<file path="config.mk">
export PLATFORM = sky130hd
export DESIGN_NAME = sdram_traffic_gen
export DESIGN_NICKNAME = d
export VERILOG_FILES = /design/src/rtl/sdram_pkg.sv /design/src/rtl/sdram_traffic_gen_pattern_gen.sv /design/src/rtl/sdram_traffic_gen.sv
export SDC_FILE = /design/constraint.sdc
export NUM_CORES = 1
export LEC_CHECK = 0
export ABC_CLOCK_PERIOD_IN_PS = 3000
export BUFFER_PORTS_ARGS = -buffer_cell sky130_fd_sc_hd__buf_2
export CAP_MARGIN = 20
export CORE_ASPECT_RATIO = 1.4
export CORE_MARGIN = 2
export CORE_UTILIZATION = 30
export DETAILED_ROUTE_END_ITERATION = 10
export GPL_TIMING_DRIVEN = 0
export PLACE_DENSITY = 0.6
export SYNTH_ARGS = -nofsm -noshare
export SYNTH_HDL_FRONTEND = slang
export SYNTH_SLANG_ARGS = --single-unit
</file>
<file path="constraint.sdc">
create_clock -name clk_100m -period 3 [get_ports clk_100m]
set_input_delay 0.15 -clock clk_100m [delete_from_list [all_inputs] [get_ports clk_100m]]
set_output_delay 0.15 -clock clk_100m [all_outputs]
set_load 0.03 [all_outputs]
</file>
<file path="src/rtl/sdram_pkg.sv">
// Shared constants for the SDRAM traffic generator: pattern modes, FSM encoding, LFSR taps.
package sdram_pkg;
  localparam int PAT_INC  = 0;
  localparam int PAT_LFSR = 1;
  localparam int PAT_WALK = 2;

  // Galois form of x^16+x^14+x^13+x^11+1, shifting right
  localparam logic [15:0] LFSR_TAPS = 16'hB400;

  typedef enum logic [2:0] {
    S_IDLE, S_WAIT_INIT, S_WR_BURST, S_WR_GAP, S_RD_BURST, S_RD_GAP, S_FIN
  } state_t;
endpackage

</file>
<file path="src/rtl/sdram_traffic_gen_pattern_gen.sv">
// Data pattern source shared by the write and read phases; reloaded from SEED on load.
module pattern_gen
  import sdram_pkg::*;
#(
  parameter int                DATA_W   = 16,
  parameter int                PAT_MODE = PAT_INC,
  parameter logic [DATA_W-1:0] SEED     = DATA_W'(1)
) (
  input  logic              clk_100m,
  input  logic              rst_n,
  input  logic              load,
  input  logic              step,
  output logic [DATA_W-1:0] pattern
);
  localparam logic [DATA_W-1:0] TAPS = DATA_W'(LFSR_TAPS);
  // an all-zero LFSR state would lock up
  localparam logic [DATA_W-1:0] SEED_EFF =
    (PAT_MODE == PAT_LFSR && SEED == '0) ? DATA_W'(1) : SEED;

  logic [DATA_W-1:0] nxt;

  always_comb begin
    nxt = pattern + DATA_W'(1);
    if (PAT_MODE == PAT_LFSR)      nxt = (pattern >> 1) ^ (pattern[0] ? TAPS : '0);
    else if (PAT_MODE == PAT_WALK) nxt = {pattern[DATA_W-2:0], pattern[DATA_W-1]};
  end

  always_ff @(posedge clk_100m or negedge rst_n)
    if (!rst_n)    pattern <= '0;
    else if (load) pattern <= SEED_EFF;
    else if (step) pattern <= nxt;
endmodule

</file>
<file path="src/rtl/sdram_traffic_gen.sv">
// Write-then-readback traffic generator for the sdram_ctrl user ports.
// Reports pass/done, a saturating mismatch count and the first failing address.
module sdram_traffic_gen
  import sdram_pkg::*;
#(
  parameter int                DATA_W     = 16,
  parameter int                ADDR_W     = 24,
  parameter int                LEN_W      = 10,
  parameter int                BURST_LEN  = 10,
  parameter int                NUM_BURSTS = 4,
  parameter logic [ADDR_W-1:0] BASE_ADDR  = '0,
  parameter int                PAT_MODE   = PAT_INC,
  parameter logic [DATA_W-1:0] SEED       = DATA_W'(1)
) (
  input  logic              clk_100m,
  input  logic              rst_n,
  input  logic              init_end,
  input  logic              start,
  output logic              wr_req,
  output logic [ADDR_W-1:0] wr_addr,
  output logic [LEN_W-1:0]  wr_len,
  output logic [DATA_W-1:0] wr_data,
  input  logic              wr_ack,
  output logic              rd_req,
  output logic [ADDR_W-1:0] rd_addr,
  output logic [LEN_W-1:0]  rd_len,
  input  logic [DATA_W-1:0] rd_data,
  input  logic              rd_ack,
  output logic              busy,
  output logic              done,
  output logic              pass,
  output logic [15:0]       err_cnt,
  output logic [ADDR_W-1:0] first_err_addr
);
  localparam int BC_W = $clog2(NUM_BURSTS + 1);

  state_t            state;
  logic [LEN_W-1:0]  word_cnt;
  logic [BC_W-1:0]   burst_cnt;
  logic [ADDR_W-1:0] burst_addr;
  logic [DATA_W-1:0] pattern;
  logic start_ok, wr_hit, rd_hit, last_word, bursts_done, pat_load, rd_mismatch;

  assign wr_len      = LEN_W'(BURST_LEN);
  assign rd_len      = LEN_W'(BURST_LEN);
  assign wr_data     = pattern;
  assign start_ok    = (state == S_IDLE) && start;
  assign wr_hit      = (state == S_WR_BURST) && wr_ack;
  assign rd_hit      = (state == S_RD_BURST) && rd_ack;
  assign last_word   = (word_cnt == LEN_W'(BURST_LEN - 1));
  assign bursts_done = (burst_cnt == BC_W'(NUM_BURSTS));
  // reload at pass start and again as the read phase begins
  assign pat_load    = start_ok || ((state == S_WR_GAP) && init_end && bursts_done);
  assign rd_mismatch = rd_hit && (rd_data != pattern);

  pattern_gen #(.DATA_W(DATA_W), .PAT_MODE(PAT_MODE), .SEED(SEED)) u_pat (
    .clk_100m (clk_100m),
    .rst_n    (rst_n),
    .load     (pat_load),
    .step     (wr_hit || rd_hit),
    .pattern  (pattern)
  );

  always_ff @(posedge clk_100m or negedge rst_n) begin
    if (!rst_n) begin
      state          <= S_IDLE;
      word_cnt       <= '0;
      burst_cnt      <= '0;
      burst_addr     <= '0;
      wr_req         <= 1'b0;
      wr_addr        <= '0;
      rd_req         <= 1'b0;
      rd_addr        <= '0;
      busy           <= 1'b0;
      done           <= 1'b0;
      pass           <= 1'b0;
      err_cnt        <= '0;
      first_err_addr <= '0;
    end else begin
      done <= 1'b0;
      if (rd_mismatch) begin
        if (err_cnt != 16'hFFFF) err_cnt <= err_cnt + 16'd1;
        if (err_cnt == '0)       first_err_addr <= rd_addr + ADDR_W'(word_cnt);
      end
      case (state)
        S_IDLE: if (start) begin
          state          <= S_WAIT_INIT;
          busy           <= 1'b1;
          pass           <= 1'b0;
          err_cnt        <= '0;
          first_err_addr <= '0;
          burst_cnt      <= '0;
          burst_addr     <= BASE_ADDR;
        end
        S_WAIT_INIT: if (init_end) begin
          state    <= S_WR_BURST;
          wr_req   <= 1'b1;
          wr_addr  <= burst_addr;
          word_cnt <= '0;
        end
        S_WR_BURST: if (wr_ack) begin
          word_cnt <= word_cnt + LEN_W'(1);
          if (last_word) begin
            state      <= S_WR_GAP;
            wr_req     <= 1'b0;
            burst_cnt  <= burst_cnt + BC_W'(1);
            burst_addr <= burst_addr + ADDR_W'(BURST_LEN);
          end
        end
        // gaps also hold here while init_end is low
        S_WR_GAP: if (init_end) begin
          word_cnt <= '0;
          if (bursts_done) begin
            state      <= S_RD_BURST;
            burst_cnt  <= '0;
            burst_addr <= BASE_ADDR;
            rd_addr    <= BASE_ADDR;
            rd_req     <= 1'b1;
          end else begin
            state   <= S_WR_BURST;
            wr_addr <= burst_addr;
            wr_req  <= 1'b1;
          end
        end
        S_RD_BURST: if (rd_ack) begin
          word_cnt <= word_cnt + LEN_W'(1);
          if (last_word) begin
            state      <= S_RD_GAP;
            rd_req     <= 1'b0;
            burst_cnt  <= burst_cnt + BC_W'(1);
            burst_addr <= burst_addr + ADDR_W'(BURST_LEN);
          end
        end
        S_RD_GAP:
          if (bursts_done) begin
            state <= S_FIN;
            done  <= 1'b1;
            busy  <= 1'b0;
            pass  <= (err_cnt == '0);
          end else if (init_end) begin
            state    <= S_RD_BURST;
            rd_addr  <= burst_addr;
            rd_req   <= 1'b1;
            word_cnt <= '0;
          end
        S_FIN:   state <= S_IDLE;
        default: state <= S_IDLE;
      endcase
    end
  end
endmodule
</file>
## Word level (Yosys, flattened, before mapping)

Index checks and enable logic that the tools add are counted.
Widths: inputs -> output; s select.

| operators by class | value |
|---|---|
| add/subtract/negate cells | 6 |
| equal/unequal tests | 22 |
| multiplexer cells | 65 |
| reductions and logical operators | 27 |

Operator list:

| cell | number |
|---|---|
| $mux 24 | 14 |
| $mux 16 | 6 |
| $pmux 24 s2 | 2 |
| $pmux 24 s4 | 1 |
| $mux 3 | 16 |
| $mux 10 | 4 |
| $pmux 10 s4 | 1 |
| $add 16x1->16 const B | 2 |
| $add 24x10->24 | 1 |
| $add 24x4->24 const B | 1 |
| $ne 2x2->1 const B | 12 |
| $pmux 3 s6 | 1 |
| $logic_not 16->1 | 1 |
| $ne 16x16->1 | 1 |
| $ne 16x16->1 const B | 1 |
| $mux 1 | 15 |
| $pmux 3 s4 | 1 |
| $reduce_and 6->1 | 2 |
| $add 10x1->10 const B | 1 |
| $eq 10x4->1 const B | 1 |
| $eq 3x3->1 const B | 3 |
| $reduce_and 4->1 | 2 |
| $reduce_and 8->1 | 1 |
| $reduce_bool 2->1 | 4 |
| 15 further kinds | 26 |

| word-level totals | value |
|---|---|
| bits in registers | 149 |
| bits of input ports | 22 |
| output and inout port bits | 129 |
| logic and storage cells | 134 |

## Depth between registers and ports, before layout

Gate-level depths: netlist of the first run.

| logic depth | value |
|---|---|
| depth in word-level cells | 6 |
| mapped depth | 10 |
| depth with buffers taken out | 8 |

## By module

From an unflattened synthesis of the first run, not the netlist that was laid out.

| second synthesis, totals | value |
|---|---|
| cells, all modules | 817 |
| area total of the unflattened synthesis | 7845.0 µm² |

By module, submodules not included:

| module | times used | cells each | area each (µm²) | sequential area each (µm²) |
|---|---|---|---|---|
| sdram_traffic_gen | 1 | 735 | 6970.4 | 3278.1 |
| pattern_gen | 1 | 82 | 874.6 | 400.4 |

## Least setup slack after synthesis of the first run

OpenSTA, ideal clock, no wires.

| timing | value |
|---|---|
| kind | register to register |
| start point | register rd_addr[0] |
| end point | register first_err_addr[22] |
| setup time | 0.094 ns |
| arrival | 2.460 ns |
| data required time | 2.906 ns |
| slack | 0.446 ns |
| stages on the path, launching flop included | 9 |
| buffers on the path | 0 |
| clock period less this slack | 2.554 ns |
| cells stage by stage | dfrtp_1 > ha_1 > fa_1 > a21o_1 > a221oi_1 > o21bai_1 > nor3b_1 > xnor2_1 > a211oi_1 |

| between the ends | value |
|---|---|
| cells in the longest elaborated chain, start to end | 5 |

RTL lines:

| item | line | text |
|---|---|---|
| start: declaration | sdram_traffic_gen.sv:25 | `output logic [ADDR_W-1:0] rd_addr,` |
| start signal: assignment | sdram_traffic_gen.sv:142 | `rd_addr <= burst_addr;` |
| $add 24x10->24 (*) | sdram_traffic_gen.sv:83 | `if (err_cnt == '0) first_err_addr <= rd_addr + ADDR_W'(word_cnt);` |
| $mux 24 (*) | sdram_traffic_gen.sv:83 |  |
| $mux 24 (*) | sdram_traffic_gen.sv:81 | `if (rd_mismatch) begin` |
| $mux 24 | sdram_traffic_gen.sv:86 | `S_IDLE: if (start) begin` |
| $mux 24 (*) | sdram_traffic_gen.sv:85 | `case (state)` |
| end signal: assignment | sdram_traffic_gen.sv:83 |  |
| end: declaration | sdram_traffic_gen.sv:33 | `output logic [ADDR_W-1:0] first_err_addr` |

Every way passes the cells marked *; elsewhere a longest branch is shown, timed or not.
A chain may end at the register's enable or synchronous reset.

## Final worst setup path of the first run

| timing | value |
|---|---|
| start point | register word_cnt[0] |
| end point | register first_err_addr[22] |

| between the ends | value |
|---|---|
| cells in the longest elaborated chain, start to end | 5 |

RTL lines:

| item | line | text |
|---|---|---|
| start: declaration | sdram_traffic_gen.sv:38 | `logic [LEN_W-1:0] word_cnt;` |
| start signal: assignment | sdram_traffic_gen.sv:102 | `word_cnt <= word_cnt + LEN_W'(1);` |
| start signal: assignment | sdram_traffic_gen.sv:126 | `word_cnt <= word_cnt + LEN_W'(1);` |
| $add 24x10->24 (*) | sdram_traffic_gen.sv:83 |  |
| $mux 24 (*) | sdram_traffic_gen.sv:83 |  |
| $mux 24 (*) | sdram_traffic_gen.sv:81 |  |
| $mux 24 | sdram_traffic_gen.sv:86 |  |
| $mux 24 (*) | sdram_traffic_gen.sv:85 |  |

Marks and branches as above.

==> run summary, run 1 <==
First DRT Iteration DRCs - 305
CP required - 3.34 ns
minimum clock period - 2.66 ns
worst hold margin - 0.0985 ns
total core area - 25500 sq um
f_max - 0.376 GHz
Slowest-stage cell, CP - dfrtp_1
sequential element share of the synthesized area - 47.0%
RD Place Congestion - 0.880
outcome - completed
Routed Antenna Nets - 0
Max-Cap Viols - 0
Pwr per Cell Area - 634 nW/um^2
commonest cells in the netlist - 147 x dfrtp_1, 72 x nand2_1, 56 x nor2_1
Leak - 0.00473 uW
number of port buffers - 128
Post-synth EDFFs - 0
Final HPWL DP - 16400 um
grt ovf - 0
Reg2Reg Depth - 8
reg2reg end - first_err_addr[22]
worst hold stages - 3
final wirelength - 21700 um
Final setup viols - 0
async set-reset flop share out of synthesis - 100%
most frequent cell after synthesis - dfrtp_1
reg2reg setup slack - 0.34 ns
P&R area growth vs syn - 22.9%
Tcrit/Tclk final - 88.6%
Vias/cell - 4.99
Post-CTS Setup Bufs - 0
vias in the first global route - 6484
end-of-flow core utilization - 37.7%
max-slew violations - 0
die area - 27400 sq um
Clock Pin Slew Worst Setup and Hold Paths - 0.07 ns
Rel. slew slack - 52.7%
number of hold violations in the final report - 0
area leader, netlist - dfrtp_1
CTS Root Cell - clkbuf_16
FP Rows - 69
Netlist cell types - 67
Synthesis Warnings - 0
slowest stage delay, CP - 0.46 ns
Avg WL per Cell - 16.9 um
Post-Syn Area - 7820 sq um
largest buffer count on any clock path - 2
peak fanout along the critical path - 7
CTS HTree Levels - 4
Area contributors post-synth - dfrtp_1 47%, xnor2_1 5.0%, nand2_1 3.5%
ratio of cells with drive above 1 in the final layout - 24.4%
largest net degree at the start of global routing - 77
diodes inserted - 0
synthesis-stage register bit count - 147
initial core utilization - 30.7%
crit path capture type - register
startpoint types - register
DRC Markers - 0
first-pass GRT wire length - 35200 um
VDD IR max - 0.419 mV
TritonCTS clock tree - built
RR Startpoint - word_cnt[0]
Worst Tran Pin Value - 0.709 ns
Total GRT Usage - 16.2%
clk_skew - 0.0101 ns
Avg Inst Size Synth - 10.0 sq um
crit path cell chain - ha_1 > fa_1 > a21o_1 > a221oi_2 > o21bai_1 > nor3b_1 > xnor2_1 > a211oi_1
clk_lat worst skew - 0.43 ns
top-area cell type share of the netlist area - 47.0%
worst hold path class - primary input to register
CP arrival - 3.00 ns
worst hold start - start
Worst Hold End - busy
most common flop cell mapped by yosys - dfrtp_1
Setup Crit Path Kind - register to register
first drt pass iteration count - 5
die span in y - 195 um
routed vias - 6397
CP bufs+invs - 0
RSZ-0062 raised after global routing - no
cts bufs inserted - 17
Top delay family on crit path - compound AO/OA/AOI/OAI gates
post-synthesis cell count - 782
die width - 140 um
initial antenna violation count - 0
Final #Nets - 991
# clock sinks - 147
I/O pin cnt - 151
## power breakdown
part	switching [uW]	internal (uW)	total [uW]
sequential	241	2170	2410
clock	906	1370	2270
combinational	932	472	1400
total	2080	4010	6090
## stage by stage
stage          TNS (ns)  cells  power [uW]  cell area (sq um)  worst slack [ns]
2_1_floorplan         0    801        3360               7890             0.446
3_3_place_gp     -69.26   1248        3840               8930            -0.492
3_5_place_dp          0   1249        3860               8960             0.163
4_1_cts               0   1282        6160               9600             0.147
5_1_grt               0   1282        6390               9610             0.105
6_report              0   1282        6090               9610             0.341
## logic make-up after synthesis
| family | count (synthesis) | share of synthesized area, % |
|---|---|---|
| AND/OR/NAND/NOR | 282 | 19.1 |
| AO/OA/AOI/OAI | 167 | 14.4 |
| flip-flops | 147 | 47.0 |
| buffers and inverters | 70 | 4.69 |
| XOR/XNOR | 63 | 7.06 |
| multiplexers | 32 | 4.43 |
| adder cells (fa/ha/maj) | 19 | 3.14 |
| other | 2 | 0.0960 |
## worst max-delay path by stage
stage	startpoint	endpoint	depth (start not counted)
CTS	word_cnt[0]	first_err_addr[22]	8
finish	word_cnt[0]	first_err_addr[22]	8
global route	word_cnt[0]	first_err_addr[22]	8
global placement	rst_n	u_pat.pattern[11]	1
detailed placement	word_cnt[0]	first_err_addr[22]	8
floorplan	rd_addr[0]	first_err_addr[22]	8
## area by class of cell
cell class / count / area (sq um)
Buffer: 55 / 310
Sequential cell: 147 / 3680
Clock inverter: 13 / 175
Clock buffer: 19 / 453
Fill cell: 2495 / 15900
Multi-Input combinational cell: 584 / 3850
Timing Repair Buffer: 130 / 684
Inverter: 15 / 56.3
Tap cell: 319 / 399
## worst register-to-register path, stage by stage, from the launching register on
cell and delay, ns:
dfrtp_1 0.46, ha_1 0.26, fa_1 0.41, a21o_1 0.20, a221oi_2 0.35, o21bai_1 0.30, nor3b_1 0.24, xnor2_1 0.13
a211oi_1 0.22
## layout by cell type (no fill, tap or decap), types with 4 or more instances in the layout
cell type,count
a211oi_1,9
a21o_1,8
a21oi_1,43
a22o_1,24
a31oi_1,10
and2_1,6
and3_1,17
and4_1,5
buf_2,135
buf_4,23
clkbuf_1,22
clkbuf_16,17
clkinv_4,5
conb_1,21
dfrtp_1,147
ha_1,18
inv_1,15
mux2_2,21
mux2i_1,11
nand2_1,72
nand2b_1,9
nand3_1,28
nand3b_1,5
nand4_1,22
nor2_1,56
nor3_1,13
nor3b_1,9
nor4_1,9
o21ai_0,40
o21bai_1,6
or2_2,4
or3_1,11
xnor2_1,45
xor2_1,18
## what timing repair did
action | CTS | global route
setup endpoints to repair | 0 | 1
gates resized for setup | 0 | 1
hold buffers | 1 | 0
hold endpoints to repair | 71 | 0
## state kept, by name, indices dropped and copies added (netlist names)
| signal | count |
|---|---|
| first_err_addr | 24 |
| rd_addr | 24 |
| burst_addr | 23 |
| wr_addr | 23 |
| err_cnt | 16 |
| u_pat.pattern | 16 |
| word_cnt | 10 |
| burst_cnt | 3 |
| state | 3 |
| busy | 1 |
| done | 1 |
| pass | 1 |
| rd_req | 1 |
| wr_req | 1 |
## routing by layer
layer  part of all wire [%]  track usage (%)  wire length (um)  vias up
li1                       -                -                 -     3107
met1                     41             19.0              8880     3112
met2                     51             28.5             11100      145
met3                    5.1             4.29              1110       33
met4                    2.8             6.11               604        0
met5                      0                0                 0        -
(Power assumes the default switching activity.)
==> run 2, diff against run 1 <==
CORE_ASPECT_RATIO = not set   (was 1.4)
TNS_END_PERCENT = 30   (was not set)
==> run summary, run 2 (same netlist as run 1, synthesis figures left out) <==
routed vias - 6404 (was 6397)
peak fanout along the critical path - 7 (unchanged)
clk_lat worst skew - 0.44 ns (was 0.43 ns)
Leak - 0.00470 uW (was 0.00473 uW)
Top Metal Used - met4 (unchanged)
Fill cells - 2626 (was 2495)
die area - 27400 sq um (about the same)
RD Place Congestion - 0.859 (was 0.880)
biggest regs - first_err_addr x24, rd_addr x24 (unchanged)
Slowest-stage cell, CP - a221oi_1 (was dfrtp_1)
worst hold path class - primary input to register (unchanged)
placed cell count - 1265 (was 1249)
Reg2Reg Depth - 8 (unchanged)
Total GRT Usage - 16.0% (was 16.2%)
Final setup viols - 0 (unchanged)
# clock sinks - 147 (unchanged)
RR Startpoint - word_cnt[0] (unchanged)
ratio of cells with drive above 1 in the final layout - 24.3% (was 24.4%)
worst setup margin - 0.196 ns (was 0.341 ns)
max-slew violations - 0 (unchanged)
vias in the first global route - 6114 (was 6484)
Final Non-Filler Cells - 1298 (was 1282)
cts bufs inserted - 17 (unchanged)
clk_skew - 0.0186 ns (was 0.0101 ns)
Final #Nets - 991 (unchanged)
initial antenna violation count - 0 (unchanged)
Avg WL per Cell - 16.6 um (was 16.9 um)
Worst Tran Pin Value - 0.736 ns (was 0.709 ns)
P&R area growth vs syn - 22.2% (was 22.9%)
Clock Pin Slew Worst Setup and Hold Paths - 0.06 ns (was 0.07 ns)
met2 routed WL - 9810 um (was 11100 um)
commonest non-fill, non-tap cell in the layout - dfrtp_1 (unchanged)
CP required - 3.33 ns (was 3.34 ns)
Met1 Wirelength - 9860 um (was 8880 um)
met3 WL post-DR - 1330 um (was 1110 um)
slowest stage delay, CP - 0.47 ns (was 0.46 ns)
Max-Cap Viols - 0 (unchanged)
register area - 3680 sq um (unchanged)
diodes inserted - 0 (unchanged)
CP bufs+invs - 0 (unchanged)
CP arrival - 3.13 ns (was 3.00 ns)
worst hold stages - 3 (unchanged)
first drt pass iteration count - 4 (was 5)
Routed Antenna Nets - 0 (unchanged)
Rel. slew slack - 51.0% (was 52.7%)
First DRT Iteration DRCs - 454 (was 305)
Top delay family on crit path - compound AO/OA/AOI/OAI gates (unchanged)
die width - 165 um (was 140 um)
crit path capture type - register (unchanged)
CTS Root Cell - clkbuf_16 (unchanged)
CTS HTree Levels - 4 (unchanged)
Tcrit/Tclk final - 93.5% (was 88.6%)
total core area - 25800 sq um (was 25500 sq um)
die span in y - 165 um (was 195 um)
reg2reg end - first_err_addr[22] (unchanged)
number of port buffers - 128 (unchanged)
initial core utilization - 30.3% (was 30.7%)
f_max - 0.357 GHz (was 0.376 GHz)
worst hold start - start (unchanged)
outcome - completed (unchanged)
area occupied by multi-input gates - 3850 sq um (about the same)
first-pass GRT wire length - 33900 um (was 35200 um)
setup TNS - 0 ns (unchanged)
FP Rows - 59 (was 69)
TritonCTS clock tree - built (unchanged)
I/O pin cnt - 151 (unchanged)
Final HPWL DP - 15900 um (was 16400 um)
Pwr per Cell Area - 610 nW/um^2 (was 634 nW/um^2)
Setup Crit Path Kind - register to register (unchanged)
number of hold violations in the final report - 0 (unchanged)
startpoint types - register (unchanged)
commonest cells after routing, fill and taps aside - 147 x dfrtp_1, 135 x buf_2, 72 x nand2_1, 56 x nor2_1, 45 x xnor2_1 (unchanged)
final wirelength - 21500 um (was 21700 um)
Vias/cell - 4.93 (was 4.99)
Worst Hold End - busy (unchanged)
largest net degree at the start of global routing - 90 (was 77)
crit path cell chain - ha_1 > fa_1 > a21o_1 > a221oi_1 > o21bai_1 > nor3b_1 > xnor2_1 > a211oi_1 (was ha_1 > fa_1 > a21o_1 > a221oi_2 > o21bai_1 > nor3b_1 > xnor2_1 > a211oi_1)
end-of-flow core utilization - 37.0% (was 37.7%)
largest buffer count on any clock path - 2 (unchanged)
DRC Markers - 0 (unchanged)
Post-CTS Setup Bufs - 0 (unchanged)
pre-CTS setup slack - 0.177 ns (was 0.163 ns)
minimum clock period - 2.80 ns (was 2.66 ns)
grt ovf - 0 (unchanged)
VDD IR max - 0.396 mV (was 0.419 mV)
worst hold margin - 0.0891 ns (was 0.0985 ns)
reg2reg setup slack - 0.20 ns (was 0.34 ns)
RSZ-0062 raised after global routing - no (unchanged)
## run 2: final cells by class
cell class / count / area share (%)
well taps: 335 / 4.39
clock inverters: 14 / 1.27
plain buffers: 55 / 3.25
inverters: 15 / 0.589
multi-input cells: 584 / 40.3
clock buffers: 18 / 4.60
repair buffers: 130 / 7.16
flip-flops and latches: 147 / 38.5
## run 2: report_power, final
part | leakage [uW] | switching, uW | internal [uW]
logic | 0.00241 | 910 | 469
clock network | 0.000272 | 927 | 1110
registers | 0.00202 | 243 | 2170
total | 0.00470 | 2080 | 3740
## run 2: repair_timing
action / 4_1_cts / 5_1_grt
endpoints found under the hold margin: 58 / 0
resized for setup: 0 / 0
hold buffers: 1 / 0
## run 2: worst max-delay path by stage
stage          slack [ns]        start                  to  depth (start not counted)
6_report             0.20  word_cnt[0]  first_err_addr[22]                          8
5_1_grt              0.03  word_cnt[0]  first_err_addr[22]                          8
4_1_cts              0.17  word_cnt[0]  first_err_addr[22]                          8
3_5_place_dp         0.18  word_cnt[0]  first_err_addr[22]                          8
3_3_place_gp        -0.52        rst_n   u_pat.pattern[15]                          1
2_1_floorplan        0.45   rd_addr[0]  first_err_addr[22]                          8
## run 2: layer usage
| metal | up-vias | GRT usage (%) |
|---|---|---|
| met5 | - | 0 |
| met4 | 0 | 5.53 |
| met3 | 26 | 4.62 |
| met2 | 137 | 24.9 |
| met1 | 3133 | 21.4 |
| li1 | 3108 | - |
## run 2: worst reg2reg max path: cells and delay by family (launching register included)
kind,cells,cell delay [ns]
adder cells (fa/ha/maj),2,0.66
AND/OR/NAND/NOR,1,0.24
flip-flops,1,0.45
AO/OA/AOI/OAI,4,1.22
XOR/XNOR,1,0.13
## run 2: stage by stage
stage | power, uW | cell area [sq um]
finish | 5820 | 9560
global route | 6130 | 9560
CTS | 5880 | 9560
detailed placement | 3840 | 8980
global placement | 3810 | 8950
floorplan | 3360 | 7890
